--- config.mk ---
export PLATFORM = sky130hd
export DESIGN_NAME = combination_lock_param_fsm
export DESIGN_NICKNAME = d
export VERILOG_FILES = /design/src/rtl/combination_lock_param_fsm.sv
export SDC_FILE = /design/constraint.sdc
export NUM_CORES = 1
export LEC_CHECK = 0
export ABC_CLOCK_PERIOD_IN_PS = 2200
export CAP_MARGIN = 10
export CORE_ASPECT_RATIO = 0.7
export CORE_UTILIZATION = 35
export DETAILED_ROUTE_END_ITERATION = 12
export RECOVER_POWER = 50
export SETUP_SLACK_MARGIN = 0.15
export SLEW_MARGIN = 30
export SYNTH_ARGS = -nofsm -noshare
export SYNTH_HDL_FRONTEND = slang
export SYNTH_SLANG_ARGS = --single-unit
--- constraint.sdc ---
create_clock -name Clk -period 2.2 [get_ports Clk]
set_input_delay 0.44 -clock Clk [delete_from_list [all_inputs] [get_ports Clk]]
set_output_delay 0.44 -clock Clk [all_outputs]
set_load 0.01 [all_outputs]
--- src/rtl/combination_lock_param_fsm.sv ---
// N-digit combination lock with edge-detected keys, failure lockout, relock and code reprogramming.
// Outputs decode registered state only; the stored code is replaced atomically after a full program pass.
module combination_lock_param_fsm #(
  parameter int                          N_DIGITS       = 4,
  parameter int                          DIGIT_W        = 4,
  parameter logic [N_DIGITS*DIGIT_W-1:0] DEFAULT_CODE   = 16'h597D,
  parameter logic [N_DIGITS-1:0]         KEY_SEQ        = 4'b1010,
  parameter int                          MAX_FAIL       = 3,
  parameter int                          LOCKOUT_CYCLES = 16,
  parameter int                          OPEN_W         = 4,
  localparam int                         IDX_W          = $clog2(N_DIGITS)
) (
  input  logic               Clk,
  input  logic               Reset,
  input  logic               Key1,
  input  logic               Key2,
  input  logic [DIGIT_W-1:0] Password,
  input  logic               Relock,
  input  logic               SetCode,
  output logic [1:0]         state,
  output logic [OPEN_W-1:0]  Open,
  output logic               Lockout,
  output logic               Programming,
  output logic [IDX_W-1:0]   digit_idx,
  output logic [3:0]         fail_cnt
);

  localparam int                 TMR_W    = (LOCKOUT_CYCLES > 1) ? $clog2(LOCKOUT_CYCLES) : 1;
  localparam logic [TMR_W-1:0]   TMR_LOAD = TMR_W'(LOCKOUT_CYCLES - 1);
  localparam logic [IDX_W-1:0]   LAST_IDX = IDX_W'(N_DIGITS - 1);
  localparam logic [3:0]         MAX_F    = 4'(MAX_FAIL);

  // Handshake: there is none; Key1/Key2 are levels and a digit is taken only on the
  // cycle a key rises, with the result visible after the following posedge.
  typedef enum logic [1:0] {
    S_ENTRY   = 2'd0,
    S_OPEN    = 2'd1,
    S_PROG    = 2'd2,
    S_LOCKOUT = 2'd3
  } state_t;

  state_t             state_q, state_n;
  logic [IDX_W-1:0]   idx_q, idx_n;
  logic [3:0]         fail_q, fail_n, fail_inc;
  logic [TMR_W-1:0]   timer_q, timer_n;
  logic [DIGIT_W-1:0] code_q  [N_DIGITS];
  logic [DIGIT_W-1:0] code_n  [N_DIGITS];
  logic [DIGIT_W-1:0] stage_q [N_DIGITS];
  logic [DIGIT_W-1:0] stage_n [N_DIGITS];
  logic               key1_q, key2_q;
  logic               p1, p2, e, both;

  assign p1       = Key1 & ~key1_q;
  assign p2       = Key2 & ~key2_q;
  assign e        = KEY_SEQ[idx_q] ? p2 : p1;
  assign both     = p1 & p2;
  assign fail_inc = (fail_q == MAX_F) ? fail_q : fail_q + 4'd1;

  always_ff @(posedge Clk) begin
    if (Reset) begin
      state_q <= S_ENTRY;
      idx_q   <= '0;
      fail_q  <= '0;
      timer_q <= '0;
      key1_q  <= 1'b0;
      key2_q  <= 1'b0;
      for (int i = 0; i < N_DIGITS; i++) begin
        code_q[i]  <= DEFAULT_CODE[i*DIGIT_W +: DIGIT_W];
        stage_q[i] <= '0;
      end
    end else begin
      state_q <= state_n;
      idx_q   <= idx_n;
      fail_q  <= fail_n;
      timer_q <= timer_n;
      key1_q  <= Key1;
      key2_q  <= Key2;
      code_q  <= code_n;
      stage_q <= stage_n;
    end
  end

  always_comb begin
    state_n = state_q;
    idx_n   = idx_q;
    fail_n  = fail_q;
    timer_n = timer_q;
    code_n  = code_q;
    stage_n = stage_q;
    case (state_q)
      S_ENTRY: begin
        if (both || (e && (Password != code_q[idx_q]))) begin
          idx_n  = '0;
          fail_n = fail_inc;
          if (fail_inc == MAX_F) begin
            state_n = S_LOCKOUT;
            timer_n = TMR_LOAD;
          end
        end else if (e) begin
          if (idx_q == LAST_IDX) begin
            state_n = S_OPEN;
            idx_n   = '0;
            fail_n  = '0;
          end else begin
            idx_n = idx_q + IDX_W'(1);
          end
        end
      end
      S_OPEN: begin
        if (Relock) begin
          state_n = S_ENTRY;
          idx_n   = '0;
        end else if (SetCode) begin
          state_n = S_PROG;
          idx_n   = '0;
        end
      end
      S_PROG: begin
        // Aborts leave code_q untouched; only a completed pass commits the staging copy.
        if (Relock) begin
          state_n = S_ENTRY;
          idx_n   = '0;
        end else if (both) begin
          state_n = S_OPEN;
          idx_n   = '0;
        end else if (e) begin
          stage_n[idx_q] = Password;
          if (idx_q == LAST_IDX) begin
            code_n  = stage_n;
            state_n = S_ENTRY;
            idx_n   = '0;
          end else begin
            idx_n = idx_q + IDX_W'(1);
          end
        end
      end
      S_LOCKOUT: begin
        if (timer_q == '0) begin
          state_n = S_ENTRY;
          fail_n  = '0;
          idx_n   = '0;
        end else begin
          timer_n = timer_q - TMR_W'(1);
        end
      end
      default: state_n = S_ENTRY;
    endcase
  end

  assign state       = state_q;
  assign Open        = {OPEN_W{state_q == S_OPEN}};
  assign Lockout     = (state_q == S_LOCKOUT);
  assign Programming = (state_q == S_PROG);
  assign digit_idx   = idx_q;
  assign fail_cnt    = fail_q;

endmodule

# Word-level counts from Yosys, hierarchy flattened
# Cells that the tools add are included.
totals:
  reg_bits: 46
  inputBits: 10
  output_inout_bits: 14
  word_cells: 96
op_classes:
  add_sub_neg: 3
  magnitude_cmp: 3
  eq_ne: 17
  muxes: 39
  bitwise_logic: 8
  n_reduce_logical: 12
op_table:
  columns: ["op", "count"]
  rows:
  - ["2-to-1 mux 4 bit", 11]
  - ["2-to-1 mux 2 bit", 18]
  - ["bitwise mux 16 bit", 1]
  - ["one-hot mux 2 bit (4 select lines)", 2]
  - ["one-hot mux 4 bit (2 select lines)", 2]
  - ["!= test 3 bit (second input constant)", 4]
  - ["AND reduction 4 bit", 3]
  - ["binary-select mux 4 bit (select 2 bit)", 1]
  - ["demux 4 bit (select 2 bit)", 1]
  - ["== test 4 x 2 -> 1 bit (second input constant)", 2]
  - ["!= test 4 x 2 -> 1 bit (second input constant)", 2]
  - ["AND reduction 7 bit", 1]
  - ["== test 2 bit (second input constant)", 3]
  - ["!= test 2 bit (second input constant)", 3]
  - ["AND reduction 5 bit", 1]
  - ["adder 4 x 1 -> 4 bit (second input constant)", 1]
  - ["logical NOT 4 bit", 1]
  - ["!= test 4 bit", 1]
  - ["inverter 1 bit", 4]
  - ["subtractor 4 x 1 -> 4 bit (second input constant)", 1]
  - ["bitwise AND 1 bit", 3]
  - [">= comparator 3 bit (second input constant)", 1]
  - ["less-than comparator 2 x 3 -> 1 bit (second input constant)", 1]
  - ["less-than comparator 3 x 1 -> 1 bit (second input constant)", 1]
  - ["other kinds (11)", 13]

# Depth between registers and ports, before layout
# Gate-level depths: netlist of the first run.
logic_depth:
  ltp_word: 9
  depth_mapped: 8
  mapped_depth_nobuf: 8

# Worst setup path after synthesis of the first run
# OpenSTA, ideal clock, no wires.
synth_path:
  path_type: "reg-to-reg"
  start: "register idx_q[0], in the netlist digit_idx[0]"
  end: "register idx_q[0], in the netlist digit_idx[0]"
  setup_time_ps: 70
  arrival_ps: 2302
  required_ps: 2130
  setup_slack_ps: -172
  path_stages_with_launch: 8
  n_path_buf: 1
  period_less_slack_ps: 2372
  cell_sequence: "dfxtp_1 buf_6 mux4_2 xor2_1 nor4_4 nor2_2 or4b_1 a21oi_1"
synth_via:
  elab_chain_len: 9
  elab_cells_between_ends: 18
  cone_classes: "add/sub (1); eq/ne (2); mux (12); bitwise (1); reduce/logical (2)"
synth_lines:
  columns: ["element", "line", "text"]
  rows:
  - ["start: declaration", "43", "logic [IDX_W-1:0] idx_q, idx_n;"]
  - ["start signal: assignment", "73", "idx_q <= idx_n;"]
  - ["inverter 2 -> 3 bit (not written as such)", "92", "if (both || (e && (Password != code_q[idx_q]))) begin"]
  - ["binary-select mux 4 bit (select 2 bit)", "92", null]
  - ["2-to-1 mux 4 bit (not written as such) (2 in a row)", "92", null]
  - ["!= test 4 bit", "92", null]
  - ["logical AND 1 bit", "92", null]
  - ["logical OR 1 bit", "92", null]
  - ["2-to-1 mux 2 bit", "92", null]
  - ["one-hot mux 2 bit (4 select lines) (*)", "90", "case (state_q)"]
# Every way passes the cells marked *; elsewhere a longest branch is shown, timed or not. The select of a mux whose other input is x is not followed.
# A chain may end at the register's enable or synchronous reset.

# Worst setup path after layout of the first run
layout_path:
  start: "register idx_q[0], in the netlist digit_idx[0]"
  end: "register fail_q[2], in the netlist fail_cnt[2]"
layout_via:
  elab_chain_len: 9
  elab_cells_between_ends: 16
  cone_classes: "eq/ne (4); mux (8); bitwise (1); reduce/logical (3)"
layout_lines:
  columns: ["element", "line", "text"]
  rows:
  - ["inverter 2 -> 3 bit (not written as such)", "92", null]
  - ["binary-select mux 4 bit (select 2 bit)", "92", null]
  - ["2-to-1 mux 4 bit (not written as such) (2 in a row)", "92", null]
  - ["!= test 4 bit", "92", null]
  - ["logical AND 1 bit", "92", null]
  - ["logical OR 1 bit", "92", null]
  - ["!= test 3 bit (no source line) / 2-to-1 mux 4 bit (equally long branches)", null, null]
  - ["AND reduction 4 bit (no source line) / one-hot mux 4 bit (2 select lines) (equally long branches)", null, null]
  - ["end signal: assignment", "74", "fail_q <= fail_n;"]
  - ["end: declaration", "44", "logic [3:0] fail_q, fail_n, fail_inc;"]
# Parallel ways exist; a longest one is shown, timed or not. The select of a mux whose other input is x is not followed.

==> out/results.ini, run 1 <==
[pwr]
swShare_pct=28.5
p_leak_nw=1.07
power.density_mw_per_mm2=613
p_clk_share_pct=31.8
p_total_w=0.00179
p_sw_w=0.000511
share_seq_of_total_power_pct=46.2
combPwrFrac_pct=22.0
ir_drop_uv=230
p_int_w=0.00128

[cts]
clk_latency_ps=300
cts-htree-levels=2
cts_buffer_depth=2
clk_pin_slew_ps=90
tritoncts=done
clock_sinks=42
cts_buffers=5
ctsHoldBuffers=0
root_buffer=clkbuf_8

[floorplanning]
ios=24
core_area_mm2=0.00593
die_y_um=68.9
die_x_um=97.5
start_util_pct=37.7
rows=23
die_area_mm2=0.00672

[cells_and_area]
final_common_cell=dfxtp_1
final_cells=379
fillers=552
final_cell_mix=40 x dfxtp_1, 31 x buf_4, 29 x nand2_1
fin_nets=319
diodes=0
drive_above_1_share_pct=20.7
final_area_mm2=0.00292
syn_to_final_growth_pct=30.7

[drt]
routed_wl_um=5720
vias_per_cell=5.36
first_pass_iters=4
postRouteAntennaNets=0
wl_per_cell_um=15.1
drc=0
drt_iter0_markers=85
num_vias=2030

[sta]
tightest_slew_ps=588
max_freq_ghz=0.435
tns_ps=-315
period_needed_ps=2300
finalSetupViolations=6
finalCritPeriodShare_pct=105
whs_ps=456
rsz0062_at_grt=yes
slew_headroom_pct=60.2
finClkSkew_ps=7.76
final_max_slew_viol_count=0
finalWorstSetupSlack_ps=-99.3
final_hold_viol_count=0

[worst_setup_path]
worst-path-max-fanout=5
r2r-start=digit_idx[0]
crit_path_start_kind=flip-flop
reg2reg_to=fail_cnt[2]
crit_top_cell=buf_4
cp_slowest_stage_delay_ps=530
crit_slowest_cell=mux4_2
rrSetupSlack_ps=-100
cp.arrival_ps=2490
endpoint_kind=flip-flop
rr_worst_depth=8
crit_chain=mux4_2 > xor2_2 > nor4_4 > buf_4 > a211oi_1 > buf_4 > a32oi_1 > nand2_1
critPathKind=reg -> reg
required_ps=2390

[logic_synthesis]
synthDistinctLibCells=46
yosysSeqAreaShare_pct=37.6
synthArstFlopShare_pct=0
yosys_warnings=0
ys.flop_type=dfxtp_1
synth-edff-count=0
syn_inst=261
syn_area_mm2=0.00224
avgSynthCellArea_um2=8.57
ys_ff_latch=42
syn_nets=277

[placed_design]
place_area_mm2=0.00273
post-dp-hpwl_um=4040
io_buffers=23
gp_congestion=0.801
placedCellCount=368

[job]
cap_viol_max_count=0

[grt]
antenna_found_initial=0
overflow=0
grt_pass1_vias=1718
grt_pass1_wl_um=8800
grtUsageTotal_pct=17.2
grt_max_degree=32

[min_path]
hold_depth=2
holdCritStartpoint=stage_q[5]
hold_path_end=stage_q[5]
min_path_type=reg -> reg

[run_status]
status=finished, violations left
violations=setup timing

## cell type report
| class | instances | area, um2 | share of cell area (%) |
|---|---|---|---|
| Timing Repair Buffer | 57 | 524 | 17.9 |
| Clock inverter | 1 | 7.51 | 0.257 |
| Tap cell | 75 | 93.8 | 3.21 |
| Inverter | 8 | 30.0 | 1.03 |
| Clock buffer | 7 | 97.6 | 3.34 |
| Sequential cell | 42 | 848 | 29.0 |
| Multi-Input combinational cell | 189 | 1320 | 45.2 |
## sequential cells by signal, summed over array words and instances, names as in the netlist
register and cells:
state 2, fail_cnt 4, digit_idx 2, key1_q 1, key2_q 1, stage_q 12, code_q 16, timer_q 4
## per-stage QoR
step	util [%]	worst slack [ps]
2_1_floorplan	-	-92.5
3_3_place_gp	46.0	-197
3_5_place_dp	46.0	-178
4_1_cts	48.6	-59.7
5_1_grt	49.3	-204
6_report	49.3	-99.3
## worst max path at each step
| stage | from | endpoint | slack, ps | cells after the start |
|---|---|---|---|---|
| finish | digit_idx[0] | fail_cnt[2] | -100 | 8 |
| floorplan | digit_idx[0] | digit_idx[0] | -90 | 7 |
| detailed placement | Key2 | state[0] | -180 | 9 |
| global placement | Key1 | fail_cnt[3] | -200 | 9 |
| CTS | digit_idx[0] | digit_idx[0] | -60 | 6 |
| global route | digit_idx[0] | fail_cnt[2] | -200 | 8 |
## Yosys cell counts (3+ instances only)
master	instances	area, um2
a211o_1	9	78.8
nand2_1	30	113
inv_1	8	30.0
nand3_1	19	95.1
buf_4	3	22.5
mux2i_1	13	130
nor2b_1	8	50.1
clkbuf_1	15	56.3
a21oi_1	25	125
ha_1	6	75.1
mux4_2	4	90.1
nor2_1	22	82.6
o21ai_0	8	40.0
a21o_1	3	22.5
xor2_1	4	35.0
nand3b_1	3	22.5
dfxtp_1	42	841
xnor2_1	3	26.3
a211oi_1	5	37.5
## metal layers
metal | part of all wire, % | GRT usage, % | routed length, um
met1 | 54 | 25.7 | 3100
met2 | 40 | 23.8 | 2310
met3 | 4.5 | 5.14 | 255
met4 | 0.89 | 4.41 | 51
met5 | 0 | 0 | 0
## worst max-delay path: cells and delay by family (launching register included)
family,cells,cell delay (ps)
simple gates,2,460
flops,1,410
xor+xnor,1,190
buf+inv,2,350
mux,1,530
compound gates,2,260
## repair_timing
| item | 4_1_cts | 5_1_grt |
|---|---|---|
| setup endpoints to repair | 19 | 24 |
| buffers inserted | 1 | 1 |
| resized for setup | 10 | 10 |
| pin swaps | 3 | 2 |
| cloned | 0 | 1 |
## cells by family after synthesis
group,synth area share (%)
AO/OA/AOI/OAI,17.6
XOR/XNOR,2.74
adder cells (fa/ha/maj),3.36
buffers and inverters,5.93
flip-flops,37.6
multiplexers,9.85
AND/OR/NAND/NOR,22.9
## power by group through the flow
stage / clock network (W) / logic (W) / registers (W)
after floorplan: 0 / 0.000224 / 0.000828
final: 0.000569 / 0.000393 / 0.000828
after CTS: 0.000592 / 0.000386 / 0.000825
after detailed placement: 0 / 0.000371 / 0.000840
after global routing: 0.000633 / 0.000427 / 0.000831
after global placement: 0 / 0.000368 / 0.000841
Power figures use the tool's default switching activity.
==> run 2, diff against run 1 <==
Settings changed: PLACE_DENSITY_LB_ADDON set to 0.12.
==> out/results.ini, run 2 (synthesized netlist as in run 1, its figures left out) <==
[run_status]
status=finished, violations left
violations=setup timing

[pwr]
power.density_mw_per_mm2=589  ; -3.8%
ir_drop_uv=233  ; +1.2%
p_leak_nw=1.12  ; +4.1%

[drt]
first_pass_iters=5  ; +1
drc=0  ; unchanged
num_vias=2018  ; -0.59%
routed_wl_um=5720  ; about the same
drt_iter0_markers=114  ; +34%
vias_per_cell=5.24  ; -2.1%
postRouteAntennaNets=0  ; unchanged
wl_per_cell_um=14.9  ; -1.5%

[cells_and_area]
multiInputGateArea_mm2=0.00138  ; +4.8%
final_cells=385  ; +1.6%
syn_to_final_growth_pct=35.6
post-route-util_pct=51.1  ; +1.9 points
final_cell_mix=39 x dfxtp_1, 32 x buf_4, 28 x nand2_1
fillers=566  ; +2.5%
largest-register=code_q
largestRegisters=code_q x16, stage_q x12
final_common_cell=dfxtp_1
diodes=0  ; unchanged
largest_reg_flops=16  ; unchanged
fin_nets=325  ; +1.9%
drive_above_1_share_pct=25.5  ; +4.8 points
seq_area_um2=850  ; +0.15%

[cts]
ctsHoldBuffers=0  ; unchanged
cts_buffer_depth=2  ; unchanged
tritoncts=done
clk_pin_slew_ps=90  ; about the same
root_buffer=clkbuf_8
cts_buffers=5  ; unchanged
clock_sinks=42  ; unchanged
cts-htree-levels=2  ; unchanged
clk_latency_ps=290  ; about the same

[worst_setup_path]
cp.arrival_ps=2520  ; +30 ps
crit_path_start_kind=flip-flop
worst-path-max-fanout=5  ; unchanged
crit_slowest_cell=mux4_2
endpoint_kind=flip-flop
critPathKind=reg -> reg
required_ps=2430  ; +40 ps
crit_chain=mux4_2 > xor2_2 > nor4_4 > buf_6 > nor2_2 > or4b_1 > a21oi_2
cp_slowest_stage_delay_ps=540  ; about the same

[sta]
max_freq_ghz=0.436  ; +0.33%
finalSetupViolations=6  ; unchanged
finClkSkew_ps=7.27  ; -0.489 ps
rsz0062_at_grt=yes
final_max_slew_viol_count=0  ; unchanged
slew_headroom_pct=68.0  ; +7.8 points
tns_ps=-248  ; +67.8 ps
whs_ps=455  ; -1.37 ps
period_needed_ps=2290  ; -7.60 ps
finalCritPeriodShare_pct=104  ; -0.35 points
final_hold_viol_count=0  ; unchanged
finalWorstSetupSlack_ps=-91.7  ; +7.60 ps
tightest_slew_ps=479  ; -109 ps

[grt]
grtUsageTotal_pct=18.2  ; +0.95 points
busiest_layer=met1
grt_util_met2_pct=24.1  ; +0.35 points
grt_max_degree=23  ; -28%
grt_pass1_vias=1819  ; +5.9%
met3_usage_pct=3.93  ; -1.2 points
antenna_found_initial=0  ; unchanged
overflow=0  ; unchanged
met1_usage_pct=28.9  ; +3.2 points
grt_pass1_wl_um=9380  ; +6.7%

[placed_design]
post-dp-hpwl_um=4160  ; +2.9%
post-place-ws_ps=-164  ; +13.7 ps
gp_congestion=0.807  ; +0.74%
io_buffers=23  ; unchanged
placedCellCount=373  ; +1.4%

[floorplanning]
die_y_um=68.9  ; unchanged
core_area_mm2=0.00593  ; unchanged
rows=23  ; unchanged
die_x_um=97.5  ; unchanged
ios=24  ; unchanged
die_area_mm2=0.00672  ; unchanged
start_util_pct=37.7  ; unchanged

[min_path]
min_path_type=reg -> reg

[job]
cap_viol_max_count=0  ; unchanged

==> run 2: cell count changes in the layout (fill, tap and decap cells not counted), sizes merged <==
cell | previous run | this run
buf | 33 | 40
clkdlybuf4s50 | 17 | 22
dlygate4sd3 | 4 | 0
clkbuf | 8 | 6
clkinv | 0 | 1
clkinvlp | 1 | 0
dlymetal6s2s | 2 | 1
inv | 8 | 9
==> run 2: area by class of cell <==
cell class | count | area share (%)
clock buffer | 6 | 2.72
timing repair buffer | 63 | 19.1
multi-input combinational | 189 | 45.6
clock inverter | 2 | 0.371
sequential | 42 | 28.0
inverter | 8 | 0.991
tap | 75 | 3.10
==> run 2: repair_timing <==
item | CTS | global route
setup endpoints to repair | 20 | 29
buffers inserted | 1 | 3
endpoints found under the hold margin | 0 | 0
resized for setup | 13 | 21
pin swaps | 4 | 10
==> run 2: stage by stage <==
step	area, um2	total power (W)
detailed placement	2770	0.00121
floorplan	2250	0.00105
global placement	2770	0.00121
finish	3030	0.00179
global route	3030	0.00190
CTS	2920	0.00177
==> run 2: critical path, delay by kind of cell, from the launching register on <==
kind                   cells  cell delay (ps)
AND/OR/NAND/NOR            3              820
multiplexers               1              540
flip-flops                 1              400
XOR/XNOR                   1              180
buffers and inverters      1              150
AO/OA/AOI/OAI              1              130
==> run 2: per-layer routing <==
layer	vias to the layer above	share of wire (%)
met5	-	0
li1	1025	-
met1	959	57
met2	32	39
met4	0	0.38
met3	2	3.7
==> run 2: final timing paths <==
kind	startpoint	to	slack (ps)	cells after the start
worst max-delay path	digit_idx[0]	digit_idx[0]	-90	7
worst min register to register	stage_q[13]	stage_q[13]	450	2
worst min-delay path	stage_q[13]	stage_q[13]	450	2
worst max register to register	digit_idx[0]	digit_idx[0]	-90	7
==> run 2: where the power goes <==
| group | internal (W) | switching (W) |
|---|---|---|
| Combinational | 0.000216 | 0.000207 |
| Clock | 0.000254 | 0.000283 |
| Sequential | 0.000786 | 0.0000396 |
